[config.mk]
export PLATFORM = sky130hd
export DESIGN_NAME = escalonador_round_robin_flat
export DESIGN_NICKNAME = d
export VERILOG_FILES = /design/src/rtl/escalonador_round_robin_if.sv /design/src/rtl/escalonador_round_robin.sv /design/src/flat_wrapper.sv
export SDC_FILE = /design/constraint.sdc
export NUM_CORES = 1
export LEC_CHECK = 0
export CAP_MARGIN = 20
export CORE_MARGIN = 2
export CORE_UTILIZATION = 55
export DETAILED_ROUTE_END_ITERATION = 10
export GPL_TIMING_DRIVEN = 1
export PLACE_DENSITY = 0.75
export SETUP_SLACK_MARGIN = 0.1
export SYNTH_ARGS = -nofsm -noshare
export SYNTH_HDL_FRONTEND = slang
export SYNTH_SLANG_ARGS = --single-unit
[constraint.sdc]
create_clock -name clock -period 9.24 [get_ports clock]
set_input_delay 1.848 -clock clock [delete_from_list [all_inputs] [get_ports clock]]
set_output_delay 1.848 -clock clock [all_outputs]
set_load 0.1 [all_outputs]
[src/rtl/escalonador_round_robin_if.sv]
// escalonador_round_robin_if: scheduler control/status bundle between CPU (master) and scheduler (slave).
// SWITCH_STATS_EN adds the switch/idle statistics counters.
interface escalonador_round_robin_if #(parameter int PID_W = 3);
    logic             start;
    logic [PID_W:0]   num_procs;
    logic             instr_ret;
    logic [31:0]      pc_atual;
    logic             io_req;
    logic             io_done;
    logic [PID_W-1:0] io_done_pid;
    logic             fim_proc;
    logic             troca_contexto;
    logic [PID_W-1:0] processo_atual;
    logic [31:0]      pc_restaurar;
    logic             ocioso;
    logic             todos_fim;
    logic [7:0]       quantum_cnt;
`ifdef SWITCH_STATS_EN
    logic [15:0]      trocas_total;
    logic [15:0]      ociosidade_ciclos;
`endif
    modport master (
        output start, num_procs, instr_ret, pc_atual, io_req, io_done, io_done_pid, fim_proc,
        input troca_contexto, processo_atual, pc_restaurar, ocioso, todos_fim, quantum_cnt
`ifdef SWITCH_STATS_EN
        , input trocas_total, ociosidade_ciclos
`endif
    );
    modport slave (
        input start, num_procs, instr_ret, pc_atual, io_req, io_done, io_done_pid, fim_proc,
        output troca_contexto, processo_atual, pc_restaurar, ocioso, todos_fim, quantum_cnt
`ifdef SWITCH_STATS_EN
        , output trocas_total, ociosidade_ciclos
`endif
    );
endinterface

[src/rtl/escalonador_round_robin.sv]
// escalonador_round_robin: round-robin process scheduler with quantum, I/O blocking and PC save/restore.
// Defining SWITCH_STATS_EN adds saturating context-switch and idle-cycle counters.
module escalonador_round_robin #(
    parameter int          MAX_PROCS   = 8,
    parameter int          PID_W       = 3,
    parameter int          QUANTUM     = 16,
    parameter logic [31:0] PC_BASE     = 32'd256,
    parameter logic [31:0] PROC_STRIDE = 32'd128
) (
    input logic clock,
    input logic reset,
    escalonador_round_robin_if.slave bus
);
    typedef enum logic [2:0] {S_IDLE, S_RUN, S_SAVE, S_SELECT, S_DISPATCH, S_WAIT, S_FINISHED} state_t;
    typedef enum logic [1:0] {FREE, READY, BLOCKED, DONE} slot_t;
    state_t           r_state;
    slot_t            r_slot [MAX_PROCS];
    logic [31:0]      r_pc [MAX_PROCS];
    logic [PID_W-1:0] r_proc;
    logic             r_first;
    logic [31:0]      r_pcr;
    logic [7:0]       r_qcnt;
    logic [PID_W-1:0] w_base, w_next;
    logic             w_found, w_any_ready, w_any_blocked, w_io_ok, w_expiry;
    logic [PID_W:0]   w_n;
    // descending scan so the nearest READY slot after w_base is the last one assigned
    always_comb begin
        w_base = r_first ? PID_W'(MAX_PROCS - 1) : r_proc;
        w_next = w_base;
        w_found = 1'b0;
        w_any_ready = 1'b0;
        w_any_blocked = 1'b0;
        for (int k = MAX_PROCS; k >= 1; k--)
            if (r_slot[PID_W'(int'(w_base) + k)] == READY) begin
                w_next = PID_W'(int'(w_base) + k);
                w_found = 1'b1;
            end
        for (int i = 0; i < MAX_PROCS; i++) begin
            w_any_ready = w_any_ready | (r_slot[i] == READY);
            w_any_blocked = w_any_blocked | (r_slot[i] == BLOCKED);
        end
    end
    assign w_n = (int'(bus.num_procs) > MAX_PROCS) ? (PID_W+1)'(MAX_PROCS) : bus.num_procs;
    assign w_io_ok = bus.io_done && r_slot[bus.io_done_pid] == BLOCKED && r_state != S_IDLE && r_state != S_FINISHED;
    assign w_expiry = bus.instr_ret && r_qcnt == 8'(QUANTUM - 1);
    always_ff @(posedge clock) begin
        if (reset) begin
            r_state <= S_IDLE;
            r_proc <= '0;
            r_first <= 1'b0;
            r_pcr <= '0;
            r_qcnt <= '0;
            for (int i = 0; i < MAX_PROCS; i++) begin
                r_slot[i] <= FREE;
                r_pc[i] <= '0;
            end
        end else begin
            if (w_io_ok) r_slot[bus.io_done_pid] <= READY;
            case (r_state)
                S_IDLE: if (bus.start) begin
                    for (int i = 0; i < MAX_PROCS; i++) begin
                        r_slot[i] <= (i < int'(w_n)) ? READY : FREE;
                        r_pc[i] <= PC_BASE + 32'(i) * PROC_STRIDE;
                    end
                    r_first <= 1'b1;
                    r_state <= (w_n == '0) ? S_FINISHED : S_SELECT;
                end
                S_RUN: begin
                    if (bus.instr_ret && r_qcnt != 8'hFF) r_qcnt <= r_qcnt + 8'd1;
                    if (bus.fim_proc) r_slot[r_proc] <= DONE;
                    else if (bus.io_req) r_slot[r_proc] <= BLOCKED;
                    if (bus.fim_proc || bus.io_req || w_expiry) r_state <= S_SAVE;
                end
                S_SAVE: begin
                    r_pc[r_proc] <= bus.pc_atual;
                    r_qcnt <= '0;
                    r_state <= S_SELECT;
                end
                S_SELECT: begin
                    r_first <= 1'b0;
                    if (w_found) begin
                        r_proc <= w_next;
                        r_pcr <= r_pc[w_next];
                        r_state <= S_DISPATCH;
                    end else r_state <= w_any_blocked ? S_WAIT : S_FINISHED;
                end
                S_DISPATCH: r_state <= S_RUN;
                // a slot freed while SELECT was deciding shows up as READY here
                S_WAIT: if (w_io_ok || w_any_ready) r_state <= S_SELECT;
                default: ;
            endcase
        end
    end
    assign bus.troca_contexto = r_state == S_DISPATCH && !reset;
    assign bus.processo_atual = r_proc;
    assign bus.pc_restaurar = r_pcr;
    assign bus.ocioso = r_state == S_WAIT;
    assign bus.todos_fim = r_state == S_FINISHED;
    assign bus.quantum_cnt = r_qcnt;
`ifdef SWITCH_STATS_EN
    logic [15:0] r_trocas, r_ocio;
    always_ff @(posedge clock) begin
        if (reset) begin
            r_trocas <= '0;
            r_ocio <= '0;
        end else begin
            if (r_state == S_DISPATCH && r_trocas != 16'hFFFF) r_trocas <= r_trocas + 16'd1;
            if (r_state == S_WAIT && r_ocio != 16'hFFFF) r_ocio <= r_ocio + 16'd1;
        end
    end
    assign bus.trocas_total = r_trocas;
    assign bus.ociosidade_ciclos = r_ocio;
`endif
endmodule
[src/flat_wrapper.sv]
// flat-port wrapper written by rule: the top's interface ports become plain ports
module escalonador_round_robin_flat 
#(
    parameter int          MAX_PROCS   = 8,
    parameter int          PID_W       = 3,
    parameter int          QUANTUM     = 16,
    parameter logic [31:0] PC_BASE     = 32'd256,
    parameter logic [31:0] PROC_STRIDE = 32'd128
)
  (clock, reset, bus_start, bus_num_procs, bus_instr_ret, bus_pc_atual, bus_io_req, bus_io_done, bus_io_done_pid, bus_fim_proc, bus_troca_contexto, bus_processo_atual, bus_pc_restaurar, bus_ocioso, bus_todos_fim, bus_quantum_cnt);
  escalonador_round_robin_if #(.PID_W(PID_W)) bus_i ();
  input logic clock;
  input logic reset;
  input wire logic [$bits(bus_i.start)-1:0] bus_start;
  input wire logic [$bits(bus_i.num_procs)-1:0] bus_num_procs;
  input wire logic [$bits(bus_i.instr_ret)-1:0] bus_instr_ret;
  input wire logic [$bits(bus_i.pc_atual)-1:0] bus_pc_atual;
  input wire logic [$bits(bus_i.io_req)-1:0] bus_io_req;
  input wire logic [$bits(bus_i.io_done)-1:0] bus_io_done;
  input wire logic [$bits(bus_i.io_done_pid)-1:0] bus_io_done_pid;
  input wire logic [$bits(bus_i.fim_proc)-1:0] bus_fim_proc;
  output wire logic [$bits(bus_i.troca_contexto)-1:0] bus_troca_contexto;
  output wire logic [$bits(bus_i.processo_atual)-1:0] bus_processo_atual;
  output wire logic [$bits(bus_i.pc_restaurar)-1:0] bus_pc_restaurar;
  output wire logic [$bits(bus_i.ocioso)-1:0] bus_ocioso;
  output wire logic [$bits(bus_i.todos_fim)-1:0] bus_todos_fim;
  output wire logic [$bits(bus_i.quantum_cnt)-1:0] bus_quantum_cnt;
  assign bus_i.start = bus_start;
  assign bus_i.num_procs = bus_num_procs;
  assign bus_i.instr_ret = bus_instr_ret;
  assign bus_i.pc_atual = bus_pc_atual;
  assign bus_i.io_req = bus_io_req;
  assign bus_i.io_done = bus_io_done;
  assign bus_i.io_done_pid = bus_io_done_pid;
  assign bus_i.fim_proc = bus_fim_proc;
  assign bus_troca_contexto = bus_i.troca_contexto;
  assign bus_processo_atual = bus_i.processo_atual;
  assign bus_pc_restaurar = bus_i.pc_restaurar;
  assign bus_ocioso = bus_i.ocioso;
  assign bus_todos_fim = bus_i.todos_fim;
  assign bus_quantum_cnt = bus_i.quantum_cnt;
  escalonador_round_robin #(.MAX_PROCS(MAX_PROCS), .PID_W(PID_W), .QUANTUM(QUANTUM), .PC_BASE(PC_BASE), .PROC_STRIDE(PROC_STRIDE)) u_core (.clock(clock), .reset(reset), .bus(bus_i));
endmodule
==> flow_summary.yaml, run 1 <==
sta:
  clock.fmax_ghz: 0.1771
  holdWs_ns: 0.4756
  drv_slew: 0
  worst_pin_slew_ns: 1.035
  finalClockSkew_ns: 0.007996
  rsz0062_at_grt: "false"
  slew_headroom: 0.3102
  fin_ws_ns: 3.593
  fin_crit_ns: 5.647
  finalSetupTns_ns: 0
  setup_violations: 0
  final_hold_viol_count: 0
  finalCritPeriodShare: 0.6112
job:
  maxCapViolations: 0
layout:
  multi_input_area_um2: 6062
  syn_to_final_growth_pct: 15.95
  n_fill_cell: 2106
  final_nets: 1375
  fin_area_um2: 17880
  layout_common_cells: "264 x edfxtp_1, 178 x and2_1, 119 x mux2i_1, 91 x clkdlybuf4s50_1, 65 x nor2_1"
  layout-drive-gt1-share: 0.1029
  layout_commonest_cell: "edfxtp_1"
  seqCellArea_um2: 9029
setup_path:
  r2r_cells: 11
  path_cells: "clkdlybuf4s50_1 -> buf_4 -> nor3_1 -> clkdlybuf4s50_1"
  critPathTopFamily: "buffers and inverters"
  rrSetupSlack_ns: 4.38
  cp_common_cell: "clkdlybuf4s50_1"
  path_max_fanout: 23
  critPathBufInv: 3
  required_ns: 7.39
  crit_arrival_ns: 3.80
  cp-start-kind: "primary input"
  cp_slowest_stage_delay_ns: 1.15
  r2r_end: "u_core.bus.pc_restaurar[31]$_SDFFE_PP0P_"
  crit_slowest_cell: "clkdlybuf4s50_1"
  r2r_start: "u_core.bus.processo_atual[2]$_SDFFE_PP0P_"
  crit_type: "in2out"
  end_kind: "output port"
clock_network:
  clock_sinks: 319
  htree_levels: 2
  post-cts-setup-buffers: 0
  cts_tree: "yes"
  clkTransAtPathRegs_ns: 0.06
  cts-buffers-inserted: 34
  insertion_delay_ns: 0.51
  cts_resized: 0
  ctsRootBufferMaster: "clkbuf_16"
  hold_buffers: 0
  clock_path_buffers: 3
synthesis:
  syn-num-nets: 1305
  async_flop_share: 0
  ys_warn_count: 0
  avgSynthCellArea_um2: 12.27
  synth_cell_types: 65
  ys_seq_area_frac: 0.5856
  syn-cell-area_um2: 15420
  ys.flop_type: "edfxtp_1"
  synth_area_leaders: "edfxtp_1 51%, mux2i_1 7.7%, and2_1 7.2%"
  synthDominantCellAreaShare: 0.5142
  synth-edff-count: 264
  netlist_instances: 1257
  synth-seq-cells: 319
  synth_area_leader_cell: "edfxtp_1"
die:
  die_area_um2: 29390
  core-area_um2: 27710
  initial_utilization: 0.5565
  row_count: 61
  die_w_um: 171.4
  ios: 92
  die_h_um: 171.4
worst_hold_path:
  hold_end: "u_core.r_slot[1][1]$_SDFFE_PP1P_"
  hold_start: "u_core.r_slot[1][1]$_SDFFE_PP1P_"
  hold_path.class: "reg2reg"
  hold_path_depth: 2
global_routing:
  first_global_vias: 10450
  grt_start_max_net_pins: 117
  antenna_found_initial: 1
  grt_first_pass_wirelength_um: 58270
  track_usage: 0.2602
  gr-total-overflow: 0
place:
  placed_cell_area_um2: 16740
  port_buffers: 91
  pre_cts_slack_ns: 3.588
  hpwlAfterDp_um: 22130
  routabilityCongestion: 0.8892
drt:
  wl_per_cell_um: 21.82
  num_vias: 10410
  drt-initial-drc-count: 905
  postRouteAntennaNets: 0
  route.detailed.drc: 0
  totalWireLength_um: 37740
  drt-pass1-iter-count: 7
  viasPerCell: 6.018
pwr:
  leakagePower_nw: 7.114
  irDropWorstVdd_mv: 0.9505
  power.total_mw: 7.316
  power_density_nw_per_um2: 409.2
outcome:
  outcome: "completed"
## worst max-delay path by stage
| stage | from | to | slack, ns | depth (start not counted) |
|---|---|---|---|---|
| after floorplan | reset | bus_troca_contexto | 3.06 | 3 |
| after global placement | reset | bus_troca_contexto | 3.58 | 4 |
| after detailed placement | reset | bus_troca_contexto | 3.59 | 4 |
| after CTS | reset | bus_troca_contexto | 3.59 | 4 |
| after global routing | reset | bus_troca_contexto | 3.53 | 4 |
| final | reset | bus_troca_contexto | 3.59 | 4 |
## worst register-to-register path, cell delays in order (launching register included)
cell      delay [ns]
dfxtp_1         0.74
nand2b_1        0.59
a21oi_1         0.60
mux4_2          0.62
o211ai_2        0.19
a21oi_2         0.14
xnor2_4         0.18
buf_12          0.57
mux2i_1         0.44
a22o_1          0.28
a221o_1         0.29
a21oi_1         0.14
## cells in the mapped netlist, types with 2 or more instances
cell type	count
edfxtp_1	264
and2_1	178
mux2i_1	119
nor2_1	70
and3_1	63
clkbuf_1	62
a21oi_1	60
nand2_1	58
dfxtp_1	55
o21ai_0	44
nand3_1	22
mux4_2	21
a21o_1	20
a221o_1	20
a22o_1	20
nor3_1	19
nand3b_1	15
inv_1	13
nand2b_1	12
buf_4	9
nor2b_1	9
mux2_2	8
or3_1	8
buf_2	6
buf_6	6
a31oi_1	5
o22ai_1	5
xor2_1	5
a211oi_1	4
a211o_1	3
nand4_1	3
nor4_1	3
nor4b_1	3
o211ai_1	3
o21a_1	3
or2_2	3
a21oi_2	2
a2bb2oi_1	2
ha_1	2
nor3b_1	2
o311ai_0	2
o41ai_1	2
xnor2_1	2
## registers in the layout, indices dropped and copies added (netlist names)
name,flops
u_core.r_slot,16
u_core.bus.processo_atual,3
u_core.r_first,1
u_core.bus.pc_restaurar,32
u_core.r_state,3
u_core.bus.quantum_cnt,8
u_core.r_pc,256
## per-stage QoR
stage	instances	util
5_1_grt	1729	0.6452
4_1_cts	1728	0.6448
2_1_floorplan	1257	-
3_5_place_dp	1668	0.6043
6_report	1730	0.6453
3_3_place_gp	1666	0.6034
## metal layers
metal  vias up  part of all wire  GRT usage
met5         -                 0          0
met4         0             0.023    0.06890
met3        65             0.076    0.04832
met2       409              0.50     0.4496
met1      5126              0.41     0.3384
li1       4812                 -          -
## power by group
| group | switching, mW | internal, mW | leakage (nW) |
|---|---|---|---|
| clock network | 0.555 | 0.827 | 0.552 |
| registers | 0.114 | 1.83 | 3.25 |
| logic | 2.39 | 1.59 | 3.31 |
| total | 3.06 | 4.25 | 7.11 |
## cells by family (layout without fill, tap and decap cells)
logic type      Yosys count  count (layout)  share of synthesized area
mux                     149             149                     0.1145
buf+inv                  98             192                    0.02962
flops                   319             319                     0.5856
compound gates          207             207                    0.09048
other cells               0               1                          0
simple gates            473             473                     0.1714
xor+xnor                  9               9                   0.006817
fa+ha+maj                 2               2                   0.001623
## layout make-up
class / instances / share of cell area
sequential: 319 / 0.5050
multi-input combinational: 840 / 0.3391
timing repair buffer: 117 / 0.06320
clock buffer: 48 / 0.05508
tap: 378 / 0.02645
clock inverter: 12 / 0.007768
inverter: 15 / 0.003289
antenna: 1 / 0.0001400
Note: power is estimated with default switching activity, not from simulation.
==> run 2: changes to the inputs <==
==> constraint.sdc (replaced) <==
create_clock -name clock -period 5.43 [get_ports clock]
set_input_delay 1.086 -clock clock [delete_from_list [all_inputs] [get_ports clock]]
set_output_delay 1.086 -clock clock [all_outputs]
set_load 0.1 [all_outputs]
==> flow_summary.yaml, run 2 (synthesis gave the netlist of run 1 again) <==
setup_path:
  crit_slowest_cell: "dfxtp_1"
  cp_common_cell: "a21oi_1"
  cp-start-kind: "register"
  cp_slowest_stage_delay_ns: 0.68
  crit_type: "reg2reg"
  path_max_fanout: 49
  crit_arrival_ns: 4.90
  end_kind: "register"
  path_cells: "nand2b_1 -> a21oi_1 -> mux4_2 -> o211ai_2 -> a21oi_2 -> xnor2_4 -> buf_12 -> mux2i_1 -> a22o_1 -> a221o_1 -> a21oi_1"
  required_ns: 5.86
layout:
  fin_area_um2: 17880
  largest_reg_flops: 256
  fin_util: 0.6455
  final_nets: 1387
  layout_common_cells: "264 x edfxtp_1, 178 x and2_1, 119 x mux2i_1, 90 x clkdlybuf4s50_1, 65 x nor2_1"
  syn_to_final_growth_pct: 15.99
  layout_commonest_cell: "edfxtp_1"
  largest-register: "u_core.r_pc"
  fin_cells: 1743
  layout-drive-gt1-share: 0.1034
pwr:
  leakagePower_nw: 7.130
  irDropWorstVdd_mv: 0.6780
  power.total_mw: 12.27
  power_density_nw_per_um2: 685.8
sta:
  setup_violations: 0
  rsz0062_at_grt: "false"
  worst_pin_slew_ns: 1.123
  final_hold_viol_count: 0
  finalCritPeriodShare: 0.8230
  clock.fmax_ghz: 0.2238
  finalClockSkew_ns: 0.01580
  slew_headroom: 0.2503
  fin_crit_ns: 4.469
  finalSetupTns_ns: 0
  drv_slew: 0
drt:
  drt-initial-drc-count: 982
  route.detailed.drc: 0
  postRouteAntennaNets: 0
  viasPerCell: 6.079
  num_vias: 10600
  totalWireLength_um: 39510
  wl_per_cell_um: 22.67
  drt-pass1-iter-count: 7
clock_network:
  htree_levels: 2
  hold_buffers: 0
  cts_resized: 0
  clkTransAtPathRegs_ns: 0.06
  cts-buffers-inserted: 34
  ctsRootBufferMaster: "clkbuf_16"
  clock_path_buffers: 3
  post-cts-setup-buffers: 0
  clock_sinks: 319
  insertion_delay_ns: 0.51
  cts_tree: "yes"
global_routing:
  first_global_vias: 10620
  gr-total-overflow: 0
  track_usage: 0.2722
  grt_first_pass_wirelength_um: 60420
  antenna_found_initial: 1
  grt_start_max_net_pins: 50
die:
  initial_utilization: 0.5565
  ios: 92
  die_h_um: 171.4
  die_w_um: 171.4
  die_area_um2: 29390
  row_count: 61
  core-area_um2: 27710
place:
  placed_cells_incl_taps: 1681
  placed_cell_area_um2: 16840
  hpwlAfterDp_um: 23350
  port_buffers: 91
  routabilityCongestion: 0.8861
job:
  maxCapViolations: 0
worst_hold_path:
  hold_path.class: "reg2reg"
outcome:
  outcome: "completed"
[run 2: cell count changes in the layout (fill, tap and decap cells not counted), moves of 3 or more]
cell,before,now
clkbuf_1,7,13
clkinv_1,2,8
buf_6,3,0
clkbuf_8,6,0
buf_4,22,36
clkinv_2,5,1
[run 2: critical path: cells and delay by family, from the launching register on]
| kind | cells | cell delay (ns) |
|---|---|---|
| compound gates | 6 | 1.56 |
| xor+xnor | 1 | 0.52 |
| buf+inv | 1 | 0.41 |
| flops | 1 | 0.68 |
| mux | 2 | 0.74 |
| simple gates | 1 | 0.47 |
[run 2: power breakdown]
group          switching (mW)  internal (mW)
clock                   0.921           1.28
sequential              0.216           3.12
combinational            3.95           2.78
total                    5.08           7.18
[run 2: final timing paths]
path,start,end,slack [ns],depth (start not counted)
hold / removal,u_core.r_slot[1][1]$_SDFFE_PP1P_,u_core.r_slot[1][1]$_SDFFE_PP1P_,0.48,2
setup reg to reg,u_core.bus.processo_atual[2]$_SDFFE_PP0P_,u_core.bus.pc_restaurar[22]$_SDFFE_PP0P_,0.96,11
hold reg to reg,u_core.r_slot[1][1]$_SDFFE_PP1P_,u_core.r_slot[1][1]$_SDFFE_PP1P_,0.48,2
setup / recovery,u_core.bus.processo_atual[2]$_SDFFE_PP0P_,u_core.bus.pc_restaurar[22]$_SDFFE_PP0P_,0.96,11
[run 2: cell type report]
cell class	count	area (um2)
inverter	15	58.81
multi-input combinational	840	6052
clock inverter	13	112.6
timing repair buffer	129	1231
clock buffer	48	924.6
tap	378	473.0
antenna	1	2.502
fill	2054	9822
sequential	319	9029
[run 2: routing by layer]
metal,track usage,part of all wire,up-vias
met5,0,0,-
met4,0.1028,0.031,0
met3,0.04326,0.073,104
met2,0.4517,0.48,429
met1,0.3625,0.41,5228
li1,-,-,4835
[run 2: through the flow]
step	setup WS (ns)	hold slack [ns]
global route	0.7466	0.5269
global placement	1.138	0.4595
CTS	1.032	0.4738
floorplan	0.7760	0.4358
detailed placement	1.036	0.4657
finish	0.9611	0.4764
